[src/rtl/mem_rr_arbiter.sv]
// mem_rr_arbiter: shares one single-port memory among NUM_REQ requesters, round-robin with optional grant locking.
// Latency: accepted command appears on mem_* next cycle; read data returns on rsp_* RD_LAT+1 cycles after mem_rd_en.
// Backpressure: req_ready is a combinational one-hot accept; losers hold their request, responses cannot be stalled.
//
// Ports:
//   clk, reset                 clock and asynchronous active-high reset
//   req_valid/req_we/req_lock  per-requester command valid, write(1)/read(0), keep-grant request
//   req_addr/req_wdata         flattened per-requester address and write data (requester i at [i*W +: W])
//   req_ready                  one-hot accept to the winning requester
//   rsp_valid/rsp_rdata        one-hot read-response strobe and its data
//   mem_addr/mem_wr_en/mem_rd_en/mem_wdata/mem_rdata   registered memory command port, read data in
//
// Build option: define MEM_ARB_PRIO_EN to give requester 0 fixed priority over round-robin while unlocked.

module mem_rr_arbiter #(
    parameter int NUM_REQ  = 2,
    parameter int ADDR_W   = 3,
    parameter int DATA_W   = 8,
    parameter int RD_LAT   = 1,
    parameter int MAX_LOCK = 4
) (
    input  logic                      clk,
    input  logic                      reset,
    input  logic [NUM_REQ-1:0]        req_valid,
    input  logic [NUM_REQ-1:0]        req_we,
    input  logic [NUM_REQ-1:0]        req_lock,
    input  logic [NUM_REQ*ADDR_W-1:0] req_addr,
    input  logic [NUM_REQ*DATA_W-1:0] req_wdata,
    output logic [NUM_REQ-1:0]        req_ready,
    output logic [NUM_REQ-1:0]        rsp_valid,
    output logic [DATA_W-1:0]         rsp_rdata,
    output logic [ADDR_W-1:0]         mem_addr,
    output logic                      mem_wr_en,
    output logic                      mem_rd_en,
    output logic [DATA_W-1:0]         mem_wdata,
    input  logic [DATA_W-1:0]         mem_rdata
);

    localparam int                ID_W       = (NUM_REQ > 1) ? $clog2(NUM_REQ) : 1;
    localparam int                CNT_W      = 4;
    localparam logic [CNT_W-1:0]  MAX_LOCK_C = CNT_W'(MAX_LOCK);
    localparam logic [ID_W-1:0]   LAST_ID    = ID_W'(NUM_REQ - 1);

    typedef enum logic {
        ST_IDLE,
        ST_LOCKED
    } state_t;

    // Successor of a requester id, wrapping at NUM_REQ (not at a power of two).
    function automatic logic [ID_W-1:0] next_id(input logic [ID_W-1:0] id);
        return (id == LAST_ID) ? '0 : id + 1'b1;
    endfunction

    // ------------------------------------------------------------------
    // State
    // ------------------------------------------------------------------
    state_t              state_q, state_d;
    logic [ID_W-1:0]     owner_q, owner_d;
    logic [CNT_W-1:0]    lock_cnt_q, lock_cnt_d;
    logic [ID_W-1:0]     rr_ptr_q, rr_ptr_d;

    logic [ADDR_W-1:0]   mem_addr_q, mem_addr_d;
    logic [DATA_W-1:0]   mem_wdata_q, mem_wdata_d;
    logic                mem_wr_en_q, mem_wr_en_d;
    logic                mem_rd_en_q, mem_rd_en_d;

    logic [NUM_REQ-1:0]  rsp_valid_q, rsp_valid_d;
    logic [DATA_W-1:0]   rsp_rdata_q, rsp_rdata_d;

    // Read-tracking pipeline: stage 0 lines up with mem_rd_en, stage RD_LAT with mem_rdata.
    logic [RD_LAT:0]     pipe_vld_q, pipe_vld_d;
    logic [ID_W-1:0]     pipe_id_q [0:RD_LAT];
    logic [ID_W-1:0]     pipe_id_d [0:RD_LAT];

    // ------------------------------------------------------------------
    // Arbitration
    // ------------------------------------------------------------------
    logic                rr_vld;
    logic [ID_W-1:0]     rr_idx;
    logic                prio0;
    logic                win_vld;
    logic [ID_W-1:0]     win_idx;
    logic [CNT_W-1:0]    lock_cnt_inc;

    logic                xfer_vld;
    logic [ID_W-1:0]     xfer_idx;

    logic [ADDR_W-1:0]   sel_addr;
    logic [DATA_W-1:0]   sel_wdata;
    logic                sel_we;

    // First valid requester at or after rr_ptr, wrapping modulo NUM_REQ.
    always_comb begin
        logic [ID_W-1:0] cand;
        cand   = '0;
        rr_vld = 1'b0;
        rr_idx = '0;
        for (int k = 0; k < NUM_REQ; k++) begin
            cand = ID_W'((int'(rr_ptr_q) + k) % NUM_REQ);
            if (!rr_vld && req_valid[cand]) begin
                rr_vld = 1'b1;
                rr_idx = cand;
            end
        end
    end

`ifdef MEM_ARB_PRIO_EN
    // Requester 0 jumps the round-robin queue whenever the grant is unlocked.
    assign prio0 = req_valid[0];
`else
    assign prio0 = 1'b0;
`endif

    assign win_vld      = prio0 | rr_vld;
    assign win_idx      = prio0 ? '0 : rr_idx;
    assign lock_cnt_inc = lock_cnt_q + CNT_W'(1);

    // ------------------------------------------------------------------
    // Grant FSM
    // ------------------------------------------------------------------
    always_comb begin
        state_d    = state_q;
        owner_d    = owner_q;
        lock_cnt_d = lock_cnt_q;
        rr_ptr_d   = rr_ptr_q;
        xfer_vld   = 1'b0;
        xfer_idx   = '0;

        case (state_q)
            ST_IDLE: begin
                if (win_vld) begin
                    xfer_vld = 1'b1;
                    xfer_idx = win_idx;
                    // A priority grant to requester 0 leaves the rotation untouched.
                    if (!prio0) begin
                        rr_ptr_d = next_id(win_idx);
                    end
                    // With MAX_LOCK == 1 the first grant already uses up the budget.
                    if (req_lock[win_idx] && (MAX_LOCK > 1)) begin
                        state_d    = ST_LOCKED;
                        owner_d    = win_idx;
                        lock_cnt_d = CNT_W'(1);
                    end
                end
            end

            ST_LOCKED: begin
                if (req_valid[owner_q]) begin
                    xfer_vld   = 1'b1;
                    xfer_idx   = owner_q;
                    lock_cnt_d = lock_cnt_inc;
                    if (!req_lock[owner_q] || (lock_cnt_inc >= MAX_LOCK_C)) begin
                        state_d    = ST_IDLE;
                        lock_cnt_d = '0;
                        rr_ptr_d   = next_id(owner_q);
                    end
                end else begin
                    // Owner let go for a cycle: the lock is released, nobody is granted.
                    state_d    = ST_IDLE;
                    lock_cnt_d = '0;
                    rr_ptr_d   = next_id(owner_q);
                end
            end

            default: begin
                state_d = ST_IDLE;
            end
        endcase
    end

    always_comb begin
        req_ready = '0;
        if (xfer_vld) begin
            req_ready[xfer_idx] = 1'b1;
        end
    end

    // ------------------------------------------------------------------
    // Command mux and memory command register
    // ------------------------------------------------------------------
    always_comb begin
        sel_addr  = '0;
        sel_wdata = '0;
        sel_we    = 1'b0;
        for (int i = 0; i < NUM_REQ; i++) begin
            if (xfer_idx == ID_W'(i)) begin
                sel_addr  = req_addr[i*ADDR_W +: ADDR_W];
                sel_wdata = req_wdata[i*DATA_W +: DATA_W];
                sel_we    = req_we[i];
            end
        end
    end

    always_comb begin
        mem_addr_d  = xfer_vld ? sel_addr  : mem_addr_q;
        mem_wdata_d = xfer_vld ? sel_wdata : mem_wdata_q;
        mem_wr_en_d = xfer_vld &  sel_we;
        mem_rd_en_d = xfer_vld & ~sel_we;
    end

    // ------------------------------------------------------------------
    // Read return path
    // ------------------------------------------------------------------
    always_comb begin
        pipe_vld_d[0] = xfer_vld & ~sel_we;
        pipe_id_d[0]  = xfer_idx;
        for (int s = 1; s <= RD_LAT; s++) begin
            pipe_vld_d[s] = pipe_vld_q[s-1];
            pipe_id_d[s]  = pipe_id_q[s-1];
        end

        rsp_valid_d = '0;
        rsp_rdata_d = rsp_rdata_q;
        if (pipe_vld_q[RD_LAT]) begin
            rsp_valid_d[pipe_id_q[RD_LAT]] = 1'b1;
            rsp_rdata_d                    = mem_rdata;
        end
    end

    // ------------------------------------------------------------------
    // Registers
    // ------------------------------------------------------------------
    always_ff @(posedge clk or posedge reset) begin
        if (reset) begin
            state_q     <= ST_IDLE;
            owner_q     <= '0;
            lock_cnt_q  <= '0;
            rr_ptr_q    <= '0;
            mem_addr_q  <= '0;
            mem_wdata_q <= '0;
            mem_wr_en_q <= 1'b0;
            mem_rd_en_q <= 1'b0;
            rsp_valid_q <= '0;
            rsp_rdata_q <= '0;
            pipe_vld_q  <= '0;
            for (int s = 0; s <= RD_LAT; s++) begin
                pipe_id_q[s] <= '0;
            end
        end else begin
            state_q     <= state_d;
            owner_q     <= owner_d;
            lock_cnt_q  <= lock_cnt_d;
            rr_ptr_q    <= rr_ptr_d;
            mem_addr_q  <= mem_addr_d;
            mem_wdata_q <= mem_wdata_d;
            mem_wr_en_q <= mem_wr_en_d;
            mem_rd_en_q <= mem_rd_en_d;
            rsp_valid_q <= rsp_valid_d;
            rsp_rdata_q <= rsp_rdata_d;
            pipe_vld_q  <= pipe_vld_d;
            for (int s = 0; s <= RD_LAT; s++) begin
                pipe_id_q[s] <= pipe_id_d[s];
            end
        end
    end

    assign mem_addr  = mem_addr_q;
    assign mem_wdata = mem_wdata_q;
    assign mem_wr_en = mem_wr_en_q;
    assign mem_rd_en = mem_rd_en_q;
    assign rsp_valid = rsp_valid_q;
    assign rsp_rdata = rsp_rdata_q;

endmodule

[config.mk]
export PLATFORM = sky130hd
export DESIGN_NAME = mem_rr_arbiter
export DESIGN_NICKNAME = d
export VERILOG_FILES = /design/src/rtl/mem_rr_arbiter.sv
export SDC_FILE = /design/constraint.sdc
export NUM_CORES = 1
export LEC_CHECK = 0
export CAP_MARGIN = 20
export CORE_MARGIN = 2
export CORE_UTILIZATION = 38
export CTS_CLUSTER_SIZE = 30
export DETAILED_ROUTE_END_ITERATION = 8
export DONT_BUFFER_PORTS = 1
export GPL_ROUTABILITY_DRIVEN = 0
export PLACE_DENSITY_LB_ADDON = 0.3
export SETUP_SLACK_MARGIN = 0.05
export SLEW_MARGIN = 40
export SYNTH_ARGS = -nofsm -noshare
export SYNTH_HDL_FRONTEND = slang
export SYNTH_SLANG_ARGS = --single-unit
[constraint.sdc]
create_clock -name clk -period 1.73 [get_ports clk]
set_input_delay 0.346 -clock clk [delete_from_list [all_inputs] [get_ports clk]]
set_output_delay 0.346 -clock clk [all_outputs]
set_load 0.1 [all_outputs]
## Yosys cells after proc, flatten, opt, wreduce, memory -nomap -nowiden

Cells that the tools add are included.

| word-level totals | value |
|---|---|
| bits in registers | 34 |
| bits in latches | 0 |
| bits in writable memories | 0 |
| ROM bits | 0 |
| output and inout port bits | 25 |
| word-level logic and storage cells | 87 |
| memories kept | 0 |

| operators by class | value |
|---|---|
| add/sub/neg operators | 4 |
| multiply operators | 0 |
| divide/modulo/power cells | 0 |
| magnitude comparators | 9 |
| equal/unequal tests | 3 |
| shifts and indexed selects | 0 |
| muxes and demuxes | 45 |
| bitwise operators | 4 |
| reductions and logical operators | 9 |

Operators by type and width:

| cell | count |
|---|---|
| $mux 1 | 30 |
| $mux 4 | 4 |
| $lt 1x2->1 const B | 6 |
| $mux 8 | 1 |
| $pmux 1 s2 | 4 |
| $pmux 4 s2 | 1 |
| $add 4x1->4 const B | 1 |
| $ge 4x3->1 const B | 1 |
| $mux 2 | 2 |
| $ne 2x2->1 const B | 2 |
| $reduce_and 2->1 | 2 |
| $add 1x1->1 const B | 3 |
| $logic_and 1x1->1 | 3 |
| $mux 3 | 1 |
| $ne 3x2->1 const B | 1 |
| $reduce_and 3->1 | 1 |
| $and 1x1->1 | 2 |
| $demux 1 s1 | 2 |
| $ge 1x1->1 const B | 2 |
| $logic_not 1->1 | 2 |
| $not 1->1 | 2 |
| $logic_or 1x1->1 | 1 |

## Depth between registers and ports, before layout

| depth | value |
|---|---|
| word-level depth | 13 |
| mapped depth | 5 |

## Worst setup path after synthesis

OpenSTA, ideal clock, no wires.

| timing path | value |
|---|---|
| path type | register to output |
| start | reg state_q |
| end | out req_ready[0] |
| data arrival time | 1,427 ps |
| data required time | 1,384 ps |
| setup slack | -43 ps |
| cell stages (with the launch flop) | 5 |
| path buffers | 2 |
| cells stage by stage | dfrtp_1 -> buf_4 -> o211a_4 -> a311oi_2 -> buf_6 |

| on the way | value |
|---|---|
| longest elaborated chain between the ends | 7 |
| elaborated cells on any way between the ends | 9 |

RTL lines:

| element | line | RTL |
|---|---|---|
| start, declared | 57 | `state_t state_q, state_d;` |
| start signal, assigned | 240 | `state_q <= state_d;` |
| $not 1->1 (no source line) | -- |  |
| $pmux 1 s2 | 129 | `case (state_q)` |
| $lt 1x2->1 (not written as such) or $ge 1x1->1 (tied branches) | 174 | `req_ready[xfer_idx] = 1'b1;` |
| $logic_and 1x1->1 (not written as such) | 174 |  |
| $mux 1 (not written as such) | 174 |  |
| $demux 1 s1 | 174 |  |
| $mux 2 * | 173 | `if (xfer_vld) begin` |
| end, declared | 29 | `output logic [NUM_REQ-1:0] req_ready,` |

Mark *: on every way between the ends. The rest lies on a longest branch, timed or not.

## Worst setup path in the final report

| timing path | value |
|---|---|
| start | reg rr_ptr_q |
| end | out req_ready[0] |

| on the way | value |
|---|---|
| longest elaborated chain between the ends | 13 |
| elaborated cells on any way between the ends | 21 |

RTL lines:

| element | line | RTL |
|---|---|---|
| start, declared | 60 | `logic [ID_W-1:0] rr_ptr_q, rr_ptr_d;` |
| start signal, assigned | 243 | `rr_ptr_q <= rr_ptr_d;` |
| $mux 1 (not written as such) (2 in a row) | 100 | `if (!rr_vld && req_valid[cand]) begin` |
| $mux 1 | 100 |  |
| $logic_not 1->1 | 100 |  |
| $logic_and 1x1->1 | 100 |  |
| $mux 1 | 100 |  |
| $mux 1 | 131 | `if (win_vld) begin` |
| $pmux 1 s2 | 129 |  |
| $lt 1x2->1 (not written as such) or $ge 1x1->1 (tied branches) | 174 |  |
| $logic_and 1x1->1 (not written as such) | 174 |  |
| $mux 1 (not written as such) | 174 |  |
| $demux 1 s1 | 174 |  |
| $mux 2 * | 173 |  |

Mark *: on every way between the ends. The rest lies on a longest branch, timed or not. The select of a mux whose other input is x is not followed.

==> metrics.md <==
| Metric | Value |
|---|---|
| Status | finished with violations |
| Failing checks | setup timing |
| Leading area contributor after synthesis | dfrtp_1 |
| Arr. time, crit path | 1580 ps |
| DRC Markers | 0 |
| Final Max Slew Viols | 0 |
| GR Overflow Total | 0 |
| Post-Place Worst Slack | 75.6 ps |
| Final period utilization | 111% |
| WP data required | 1380 ps |
| Starting density of the core | 39.8% |
| Die area | 4340 sq um |
| GR Util met2 | 21.5% |
| Final setup viols | 2 |
| Number of diodes | 0 |
| Worst slew margin | 40.9% |
| Post-Syn Nets | 147 |
| Crit. End Element | output port |
| Slew @ Worst Pin | 887 ps |
| Dpl hpwl | 2.20 mm |
| Worst r2r path cells | 6 |
| Area contributors post-synth | dfrtp_1 (57%), a221o_1 (7.6%), mux2_1 (7.0%) |
| Max-cap viol count | 0 |
| Clock Skew | 3.56 ps |
| CTS tree | yes |
| GRT Total Usage | 14.8% |
| Syn Area/Cell | 13.5 sq um |
| Met1 Track Usage GR | 18.5% |
| Largest stage delay, worst path | 400 ps |
| Setup TNS | -286 ps |
| I/O Buffers | 0 |
| Most Crowded Layer GR | met2 |
| Final WL | 3.02 mm |
| Max frequency | 520 MHz |
| Post-cts hold buffer count | 0 |
| Horiz. Die Dim | 65.9 um |
| Vias | 1008 |
| Die H | 65.9 um |
| CP Cell Sequence | nand2b_4, o211a_4, a311oi_4, buf_12 |
| Cell Area, Synth | 1460 sq um |
| Initial antenna violation count | 0 |
| CTS Buf Count | 5 |
| Final Worst Setup Slack | -194 ps |
| Routed vias/inst | 5.25 |
| Clock sink total | 33 |
| Crit Path Category | reg2out |
| Final Hold Violating Endpoints | 0 |
| Top cell type's share of synthesized area | 56.7% |
| Latest clock arrival within the worst-skew pair | 280 ps |
| Seq cells post-synth | 33 |
| Iter 0 DRT Violations | 49 |
| Most frequent cells in the layout | dfrtp_1 (33), buf_4 (29), and2_1 (11), a221o_1 (11), mux2_1 (9) |
| Antenna-violating nets left | 0 |
| Worst Path Max Fanout | 6 |
| Routed len/inst | 15.7 um |
| CP delay by family, top | compound AO/OA/AOI/OAI gates |
| Pre-antenna DRT Iters | 4 |
| Gate Count Post-Synth | 108 |
| Startpoint Class | flip-flop |
| Reg2Reg Setup Slack | 170 ps |
| Layout Nets | 182 |
| Ratio of cells with drive above 1 in the final layout | 37.5% |
| Io pins | 63 |
| Area delta synth->final | 32.8% |
| Buf/Inv on CP | 1 |
| Standard-cell rows | 22 |
| FILL cells | 311 |
| Number of global-route vias before repair | 998 |
| Distinct cell type count after synthesis | 34 |
| Clock Path Buffers | 2 |
| Core footprint | 3660 sq um |
| Worst r2r src | owner_q |
| Clk Tree Root Cell | clkbuf_8 |
| FF-to-FF End | rr_ptr_q |
| Tmin final | 1920 ps |
| RSZ-0062 raised after global routing | true |
| M3 GR Usage | 5.11% |
| Reg clk slew, reported paths | 70 ps |
| Synth warn | 0 |
| H-tree Lvls | 2 |
| Largest net degree at the start of global routing | 34 |
| CP max-delay cell | dfrtp_1 |
| Sequential area share after synthesis | 56.7% |
| First-pass GRT wire length | 4.75 mm |
| Commonest non-fill, non-tap cell in the layout | dfrtp_1 |
| Worst hold path type | in2async |
layer usage:
| layer | wire, um | part of all wire (%) | up-vias |
|---|---|---|---|
| met5 | 0 | 0 | - |
| li1 | - | - | 467 |
| met4 | 86 | 2.8 | 0 |
| met2 | 1440 | 48 | 39 |
| met3 | 229 | 7.6 | 8 |
| met1 | 1270 | 42 | 494 |
layout make-up:
cell class                      instances  area, sq um  share of cell area [%]
Clock buffer                            5         68.8                    3.56
Clock inverter                          3         65.1                    3.36
Inverter                                3         11.3                   0.582
Multi-Input combinational cell         66          596                    30.8
Sequential cell                        33          826                    42.7
Tap cell                               48         60.1                    3.10
Timing Repair Buffer                   34          308                    15.9
worst max-delay path by stage:
| stage | start | endpoint | slack, ps | depth (start not counted) |
|---|---|---|---|---|
| floorplan | owner_q | req_ready[1] | 50 | 2 |
| CTS | rr_ptr_q | req_ready[0] | -240 | 4 |
| global route | rr_ptr_q | req_ready[0] | -240 | 4 |
| finish | rr_ptr_q | req_ready[0] | -190 | 4 |
| detailed placement | rr_ptr_q | req_ready[0] | 80 | 4 |
| global placement | rr_ptr_q | req_ready[0] | 110 | 4 |
Yosys cell counts:
cell type,instances
mux2_2,1
buf_2,1
clkbuf_1,1
o32a_1,1
inv_1,3
o211a_4,1
a21oi_2,1
buf_4,1
a22o_1,1
o211a_1,1
nand3_1,2
nand2b_4,1
mux2i_1,1
a32o_2,1
o21ai_0,2
ha_1,1
and2_2,4
and2_1,11
nand2_1,1
a31o_4,1
o2bb2ai_1,1
a221o_1,11
nand2b_1,2
dfrtp_1,33
nor2_1,3
o31ai_1,1
nand4_1,1
mux2_1,9
nor2b_1,2
o21ai_1,1
buf_6,3
xnor2_1,2
a311oi_2,1
o21bai_1,1
kinds of logic after synthesis:
| logic type | after synthesis | share of synthesized area, % |
|---|---|---|
| DFF | 33 | 56.7 |
| and+or+nand+nor | 27 | 11.6 |
| AOI/OAI and AO/OA | 25 | 17.0 |
| muxes | 11 | 8.42 |
| buffers and inverters | 9 | 4.21 |
| xor gates and xnor gates | 2 | 1.20 |
| adders and majority gates | 1 | 0.859 |
flip-flops by register name, summed over array words and instances, names as in the netlist:
register    cells
mem_wdata       8
rsp_rdata       8
lock_cnt_q      4
mem_addr        3
pipe_vld_q      2
rsp_valid       2
mem_wr_en       1
owner_q         1
pipe_id_d       1
pipe_id_q       1
rr_ptr_q        1
state_q         1
worst reg2reg max path, cell delays in order, from the launching register on:
cell and delay, ps:
dfrtp_1 380, buf_4 140, buf_6 130, mux2_2 210, nand4_1 180, o32a_1 380, o21ai_0 60
through the flow:
stage	area (sq um)	hold WS, ps	cells	utilization [%]
final	1930	26.6	192	52.8
after global routing	1930	73.9	192	52.8
after CTS	1900	40.7	189	52.0
after detailed placement	1710	337	178	46.8
after global placement	1710	337	178	46.8
after floorplan	1480	331	108	-
timing repair:
action	4_1_cts	5_1_grt
pin swaps	3	5
setup endpoints to repair	2	3
endpoints found under the hold margin	0	0
setup buffers	3	4
resized for setup	3	2
gates cloned	1	0
Power is left out: the tool's default activity adds up to more than one toggle a clock period on the data nets, which glitch-free logic cannot reach.
